### src/rtl/mem_port_arbiter.sv
// mem_port_arbiter: shares one req/ack memory port between the fetch and data stages with alternating grants and a watchdog
module mem_port_arbiter #(
    parameter int ADDR_W  = 32,
    parameter int DATA_W  = 32,
    parameter int TIMEOUT = 64
) (
    input  logic              clk,
    input  logic              rst_n,
    input  logic              if_req,
    input  logic [ADDR_W-1:0] if_addr,
    output logic [DATA_W-1:0] if_rdata,
    output logic              if_ready,
    input  logic              dm_req,
    input  logic              dm_we,
    input  logic [ADDR_W-1:0] dm_addr,
    input  logic [DATA_W-1:0] dm_wdata,
    output logic [DATA_W-1:0] dm_rdata,
    output logic              dm_ready,
    output logic              stall_if,
    output logic              stall_mem,
    output logic              mem_req,
    output logic              mem_we,
    output logic [ADDR_W-1:0] mem_addr,
    output logic [DATA_W-1:0] mem_wdata,
    input  logic [DATA_W-1:0] mem_rdata,
    input  logic              mem_ack,
    output logic              err
);
    typedef enum logic [1:0] {IDLE, BUSY_I, BUSY_D} state_t;
    state_t     state_q;
    logic [7:0] wd_q;
    logic       busy, timeout, grant_i, grant_d;
    // Grant decisions and completion pulses; an ack always beats a watchdog expiry in the same cycle,
    // and the requester just served is never re-granted on its own ack edge
    always_comb begin
        busy      = state_q != IDLE;
        timeout   = busy && !mem_ack && wd_q == 8'(TIMEOUT - 1);
        grant_d   = dm_req && (state_q == IDLE || (state_q == BUSY_I && mem_ack));
        grant_i   = if_req && ((state_q == IDLE && !dm_req) || (state_q == BUSY_D && mem_ack));
        if_ready  = state_q == BUSY_I && (mem_ack || timeout);
        dm_ready  = state_q == BUSY_D && (mem_ack || timeout);
        if_rdata  = (state_q == BUSY_I && mem_ack) ? mem_rdata : '0;
        dm_rdata  = (state_q == BUSY_D && mem_ack) ? mem_rdata : '0;
        stall_if  = if_req && !if_ready;
        stall_mem = dm_req && !dm_ready;
    end
    // Transaction sequencer: registers the granted command, holds it while busy, runs the watchdog
    always_ff @(posedge clk or negedge rst_n) begin
        if (!rst_n) begin
            state_q   <= IDLE;
            mem_req   <= 1'b0;
            mem_we    <= 1'b0;
            mem_addr  <= '0;
            mem_wdata <= '0;
            err       <= 1'b0;
            wd_q      <= '0;
        end else if (grant_d) begin
            state_q   <= BUSY_D;
            mem_req   <= 1'b1;
            mem_we    <= dm_we;
            mem_addr  <= dm_addr;
            mem_wdata <= dm_wdata;
            wd_q      <= '0;
        end else if (grant_i) begin
            state_q  <= BUSY_I;
            mem_req  <= 1'b1;
            mem_we   <= 1'b0;
            mem_addr <= if_addr;
            wd_q     <= '0;
        end else if (busy && (mem_ack || timeout)) begin
            state_q <= IDLE;
            mem_req <= 1'b0;
            err     <= err | timeout;
            wd_q    <= '0;
        end else if (busy) begin
            wd_q <= wd_q + 8'd1;
        end
    end
endmodule

### config.mk
export PLATFORM = sky130hd
export DESIGN_NAME = mem_port_arbiter
export DESIGN_NICKNAME = d
export VERILOG_FILES = /design/src/rtl/mem_port_arbiter.sv
export SDC_FILE = /design/constraint.sdc
export NUM_CORES = 1
export LEC_CHECK = 0
export CORE_ASPECT_RATIO = 1.1
export CORE_UTILIZATION = 33
export CTS_BUF_LIST = sky130_fd_sc_hd__clkbuf_2 sky130_fd_sc_hd__clkbuf_4 sky130_fd_sc_hd__clkbuf_8
export DETAILED_ROUTE_END_ITERATION = 8
export PLACE_DENSITY_LB_ADDON = 0.08
export SLEW_MARGIN = 30
export SYNTH_ARGS = -nofsm -noshare
export SYNTH_HDL_FRONTEND = slang
export SYNTH_SLANG_ARGS = --single-unit
### constraint.sdc
create_clock -name clk -period 1.8 [get_ports clk]
set_input_delay 0.27 -clock clk [delete_from_list [all_inputs] [get_ports clk]]
set_output_delay 0.27 -clock clk [all_outputs]
set_load 0.1 [all_outputs]
==> summary.md, run 1 <==
| Metric | Value |
|---|---|
| Status | `complete, but fails checks` |
| Failing checks | `setup timing` |
| Power Density | `1510 nW/um2` |
| Tightest Pin Transition | `0.478 ns` |
| Share of cells above drive strength 1 | `56.8%` |
| H-tree depth | `3` |
| Rows | `41` |
| Asr flop ratio synth | `100%` |
| Placed insts | `753` |
| Fin util | `75.5%` |
| Inserted Clock Buffers | `9` |
| CTS tree | `yes` |
| Critical Path Max Stage Delay | `0.43 ns` |
| Largest net degree at the start of global routing | `47` |
| GR Util All Layers | `22.4%` |
| Worst slew margin | `67.9%` |
| Max cap viols | `0` |
| Flops & latches, synth | `77` |
| Root buf cell | `clkbuf_8` |
| Area contributors post-synth | `dfrtp_1 49%, mux2_2 18%, and2_1 10%, mux2_1 8.0%, mux2_4 2.3%` |
| DR pass1 iterations | `4` |
| Fin cells | `802` |
| Initial antenna violation count | `0` |
| Yosys warns | `0` |
| Setup Total Neg Slack | `-14.53 ns` |
| Die area | `12,400 um2` |
| Clk_lat worst skew | `0.35 ns` |
| DRC Markers | `0` |
| CP Launch Type | `flop` |
| Mapped Area | `3960 um2` |
| First-pass GRT wire length | `21,100 um` |
| Synth-to-layout area growth | `121%` |
| Post-Syn Nets | `452` |
| Final hold violation count | `0` |
| CP dominant cell by count | `buf_12` |
| Synth top cells by count | `77 x dfrtp_1, 64 x and2_1, 62 x mux2_2, 28 x mux2_1, 11 x nor2_1` |
| Final worst slack | `-0.530 ns` |
| Max VDD drop | `0.00127 V` |
| Via density | `4.75` |
| Max Freq | `429 MHz` |
| WHS | `0.313 ns` |
| Setup crit end kind | `output port` |
| Routed Wire Length | `15,400 um` |
| Vias in the first global route | `3,907` |
| DPL Wire Length | `10,600 um` |
| Nets | `781` |
| Global route total overflow | `0` |
| Hold Crit Class | `input pin to async pin` |
| CTS Sinks | `77` |
| Area fraction of the dominant cell type after synthesis | `48.7%` |
| Period utilization | `129%` |
| Critical path class | `flop to output port` |
| RSZ-0062 raised after global routing | `true` |
| Sequential share of the synthesized area | `48.7%` |
| Average size of a mapped cell | `12.5 um2` |
| Most used flip-flop cell after synthesis | `dfrtp_1` |
| Register-to-Register Path Depth | `7` |
| CP max-delay cell | `o41a_1` |
| DR WL/cell | `19.2 um` |
| Fillers | `768` |
| GPL Wtd Cong | `0.826` |
| Count leader, synth | `dfrtp_1` |
| Clk_skew | `0.00911 ns` |
| Post-synth EDFFs | `0` |
| Fin crit period | `2.33 ns` |
| Die Y | `117 um` |
| Worst path required time | `1.53 ns` |
| CORE AREA | `11,600 um2` |
| Initial DRC count | `163` |
| Leading area contributor after synthesis | `dfrtp_1` |
| I/O pins | `269` |
| Routed via count | `3,806` |
| Critical path arrival | `2.06 ns` |
| Yosys cell types | `32` |
| Setup Viol. Count Final | `100` |
| Register area | `1930 um2` |
| Starting Density | `34.1%` |
| DIE WIDTH | `106 um` |
| Leakage power | `3.94 nW` |
| Antenna Nets Post-Route | `0` |
| CP max FO | `3` |
| Final Max Slew Viols | `0` |
| Clock buffer depth | `2` |
| Dpl ws | `-0.348 ns` |
| Footprint of the multi-input gates | `2330 um2` |
| IO Port Bufs | `268` |
| Crit path cell chain | `ha_2 -> nand3_2 -> o41a_1 -> nor3b_4 -> buf_12 -> buf_12` |
| Reg clk slew, reported paths | `0.08 ns` |
| Cells after Synth | `317` |
critical path: cells and delay by family (launching register included):
family | cells | cell delay [ns]
AO/OA/AOI/OAI | 1 | 0.43
buffers and inverters | 2 | 0.30
AND/OR/NAND/NOR | 2 | 0.42
flip-flops | 1 | 0.36
adder cells (fa/ha/maj) | 1 | 0.20
power breakdown:
| part | internal [W] | switching, W | total, W |
|---|---|---|---|
| Clock | 0.000768 | 0.000627 | 0.00140 |
| Sequential | 0.00231 | 0.000360 | 0.00267 |
| Combinational | 0.00288 | 0.00629 | 0.00917 |
cell type report:
| cell class | instances | share of cell area, % |
|---|---|---|
| Sequential cell | 77 | 22.0 |
| Clock inverter | 3 | 0.486 |
| Antenna cell | 1 | 0.0286 |
| Tap cell | 150 | 2.14 |
| Clock buffer | 13 | 1.97 |
| Multi-Input combinational cell | 219 | 26.6 |
| Timing Repair Buffer | 336 | 46.6 |
| Inverter | 3 | 0.129 |
per-layer routing:
| metal | global-route usage (%) | vias to the layer above | wire, um |
|---|---|---|---|
| li1 | - | 1746 | - |
| met1 | 25.4 | 1859 | 6100 |
| met2 | 40.5 | 183 | 7850 |
| met3 | 6.98 | 18 | 1190 |
| met4 | 6.85 | 0 | 276 |
| met5 | 0 | - | 0 |
repair_timing:
action	4_1_cts	5_1_grt
hold buffers	1	0
resized for setup	21	75
pin swaps	42	11
endpoints found under the setup margin	73	134
cloned	5	8
buffers inserted	13	9
hold endpoints to repair	13	0
stage by stage:
stage | cell area [um2] | power [W]
floorplan | 4160 | 0.00878
global placement | 7800 | 0.0110
detailed placement | 7800 | 0.0111
CTS | 8320 | 0.0128
global route | 8750 | 0.0136
finish | 8750 | 0.0132
state kept, by name, summed over array words and instances, names as in the netlist:
signal     cells
err            1
wd_q           8
mem_wdata     32
mem_req        1
state_q        2
mem_addr      32
mem_we         1
worst paths after layout:
| path | start | endpoint | slack [ns] |
|---|---|---|---|
| max in group asynchronous | rst_n | state_q[0] | 0.96 |
| hold / removal | rst_n | mem_wdata[0] | 0.31 |
| setup / recovery | wd_q[1] | if_ready | -0.53 |
| min in group clk | mem_wdata[16] | mem_wdata[16] | 0.49 |
| setup reg to reg | state_q[1] | mem_addr[14] | -0.09 |
| hold reg to reg | mem_wdata[16] | mem_wdata[16] | 0.49 |
cell usage in the layout (no fill, tap or decap), types with 2 or more instances in the layout:
master	instances
o21ai_2	2
buf_4	100
inv_1	2
nor4_1	3
nand2_1	9
xnor2_1	4
buf_16	5
and2_4	64
nor3b_4	4
nand3_1	2
o21ai_0	2
clkbuf_8	12
clkdlybuf4s50_1	131
mux2_4	57
clkbuf_16	5
mux2_1	27
buf_8	3
buf_12	77
mux2_2	12
nor2b_4	3
nor2_1	10
a21o_1	2
dfrtp_1	76
buf_6	13
logic make-up after synthesis:
logic type,count (synthesis),share of synthesized area [%]
AO/OA/AOI/OAI,13,2.47
XOR/XNOR,5,1.11
adder cells (fa/ha/maj),1,0.316
buffers and inverters,21,3.57
flip-flops,77,48.7
multiplexers,97,28.2
AND/OR/NAND/NOR,103,15.7
Power figures use the tool's default switching activity.
==> run 2: changes to the inputs <==
Settings changed: PLACE_DENSITY set to 0.89, PLACE_DENSITY_LB_ADDON 0.08 to unset, REMOVE_ABC_BUFFERS set to 1.
==> run 2 against run 1 <==
The run still ends with setup timing left. Clock-buffer cell count fell by 3. Cell area is 2.5% higher. Clock skew decreased by 0.0013 ns.
==> summary.md, run 2 (synthesis gave the netlist of run 1 again) <==
| Metric | Value |
|---|---|
| H-tree depth | `3 (unchanged)` |
| CTS tree | `yes (unchanged)` |
| DR WL/cell | `23.0 um (was 19.2 um)` |
| Critical path arrival | `2.03 ns (was 2.06 ns)` |
| Die area | `12,400 um2 (unchanged)` |
| Routed Wire Length | `18,400 um (was 15,400 um)` |
| GPL Wtd Cong | `0.868 (was 0.826)` |
| Initial DRC count | `173 (was 163)` |
| Starting Density | `34.1% (unchanged)` |
| Vias in the first global route | `4,442 (was 3,907)` |
| Final hold violation count | `0 (unchanged)` |
| Antenna cells | `0 (was 1)` |
| Most frequent cells in the layout | `131 x clkdlybuf4s50_1, 95 x buf_4, 91 x mux2_4, 83 x buf_12, 76 x dfrtp_1 (was 131 x clkdlybuf4s50_1, 100 x buf_4, 77 x buf_12, 76 x dfrtp_1, 64 x and2_4)` |
| DPL Wire Length | `10,900 um (was 10,600 um)` |
| DRC Markers | `0 (unchanged)` |
| Register-to-Register Path Depth | `7 (unchanged)` |
| Final Max Slew Viols | `0 (unchanged)` |
| IO Port Bufs | `268 (unchanged)` |
| Largest registers | `mem_addr: 32 flops, mem_wdata: 32 flops, wd_q: 8 flops (unchanged)` |
| Status | `complete, but fails checks (unchanged)` |
| Clk_lat worst skew | `0.36 ns (was 0.35 ns)` |
| Placed insts | `749 (was 753)` |
| Fin crit period | `2.30 ns (was 2.33 ns)` |
| Max cap viols | `0 (unchanged)` |
| Footprint of the multi-input gates | `2450 um2 (was 2330 um2)` |
| DIE WIDTH | `106 um (unchanged)` |
| Final worst slack | `-0.501 ns (was -0.530 ns)` |
| First-pass GRT wire length | `25,200 um (was 21,100 um)` |
| Reg clk slew, reported paths | `0.08 ns (about the same)` |
| Worst slew margin | `76.9% (was 67.9%)` |
| I/O pins | `269 (unchanged)` |
| Via density | `4.95 (was 4.75)` |
| Clock buffer depth | `2 (unchanged)` |
| Critical path class | `flop to output port (unchanged)` |
| Largest net degree at the start of global routing | `58 (was 47)` |
| Max VDD drop | `0.00130 V (was 0.00127 V)` |
| CTS Sinks | `77 (unchanged)` |
| CORE AREA | `11,600 um2 (unchanged)` |
| Worst path required time | `1.53 ns (about the same)` |
| Rows | `41 (unchanged)` |
| Share of cells above drive strength 1 | `60.2% (was 56.8%)` |
| Inserted Clock Buffers | `9 (unchanged)` |
| Area post-placement | `7580 um2 (was 7800 um2)` |
| Leakage power | `4.08 nW (was 3.94 nW)` |
| Clk_skew | `0.00783 ns (was 0.00911 ns)` |
| Register area | `1930 um2 (unchanged)` |
| CP max FO | `3 (unchanged)` |
| Initial antenna violation count | `0 (unchanged)` |
| Max Freq | `435 MHz (was 429 MHz)` |
| Antenna Nets Post-Route | `0 (unchanged)` |
| Setup crit end kind | `output port (unchanged)` |
| Power Density | `1550 nW/um2 (was 1510 nW/um2)` |
| Routed via count | `3,963 (was 3,806)` |
| CP Launch Type | `flop (unchanged)` |
| Die Y | `117 um (unchanged)` |
| Fin util | `77.4% (was 75.5%)` |
| Dpl ws | `-0.393 ns (was -0.348 ns)` |
| RSZ-0062 raised after global routing | `true (unchanged)` |
| Global route total overflow | `0 (unchanged)` |
| Fin cells | `800 (was 802)` |
| Root buf cell | `clkbuf_8 (unchanged)` |
| DR pass1 iterations | `4 (unchanged)` |
| Failing checks | `setup timing (unchanged)` |
| Synth-to-layout area growth | `127% (was 121%)` |
| Most common cell after layout, fill and taps aside | `clkdlybuf4s50_1 (unchanged)` |
| Setup Viol. Count Final | `112 (was 100)` |
| GR Util All Layers | `27.5% (was 22.4%)` |
| Period utilization | `128% (was 129%)` |
| Fillers | `642 (was 768)` |
| Nets | `780 (was 781)` |
| Tightest Pin Transition | `0.345 ns (was 0.478 ns)` |
| Post-layout instance area | `8970 um2 (was 8750 um2)` |
| Hold Crit Class | `input pin to async pin (unchanged)` |
run 2: changes by cell type in the layout (fill, tap and decap cells not counted), moves of 3 or more:
cell / previous run / this run
buf_16: 5 / 10
mux2_2: 12 / 2
clkbuf_16: 5 / 2
buf_6: 13 / 9
buf_12: 77 / 83
mux2_4: 57 / 91
clkbuf_8: 12 / 9
buf_4: 100 / 95
mux2_1: 27 / 3
run 2: path summary, 6_finish.rpt:
check                             start           end  slack, ns
setup / recovery                wd_q[1]      dm_ready      -0.50
hold / removal                    rst_n       mem_req       0.35
setup reg to reg             state_q[1]  mem_addr[13]      -0.15
hold reg to reg            mem_wdata[8]  mem_wdata[8]       0.49
max in group asynchronous         rst_n   mem_addr[0]       0.84
min in group clk                mem_ack       wd_q[7]       0.49
run 2: final cells by class:
type / instances / area share (%)
Tap cell: 150 / 2.09
Inverter: 3 / 0.126
Clock inverter: 6 / 0.977
Timing Repair Buffer: 335 / 46.6
Clock buffer: 10 / 1.46
Multi-Input combinational cell: 219 / 27.3
Sequential cell: 77 / 21.5
run 2: through the flow:
stage          TNS, ns  total power [W]  hold WS (ns)
2_1_floorplan  -122.74          0.00857       -0.0256
3_3_place_gp    -31.20           0.0110         0.185
3_5_place_dp    -41.49           0.0111         0.191
4_1_cts         -19.81           0.0135         0.343
5_1_grt         -27.22           0.0143         0.374
6_report        -17.43           0.0139         0.355
run 2: metal layers:
metal,global-route usage [%],wire length [um]
met1,27.6,6660
met3,10.0,1540
met5,0,0
met2,52.2,9730
met4,10.2,455
run 2: where the power goes:
group	internal (W)	leakage (nW)	switching, W
logic	0.00322	3.05	0.00648
clock network	0.000797	0.114	0.000671
registers	0.00231	0.917	0.000444
run 2: worst max-delay path: stages, from the launching register on:
cell and delay, ns:
dfrtp_1 0.38, ha_2 0.22, nand3_4 0.09, o41a_1 0.40
nor3b_2 0.27, buf_4 0.16, buf_12 0.16
run 2: timing repair:
item                                   in CTS  in global routing
hold buffers                                1                  0
gates cloned                               11                  2
gates resized for setup                   151                 56
setup buffers                              18                 10
setup endpoints to repair                  86                136
pin swaps                                  45                  6
endpoints found under the hold margin      20                  0
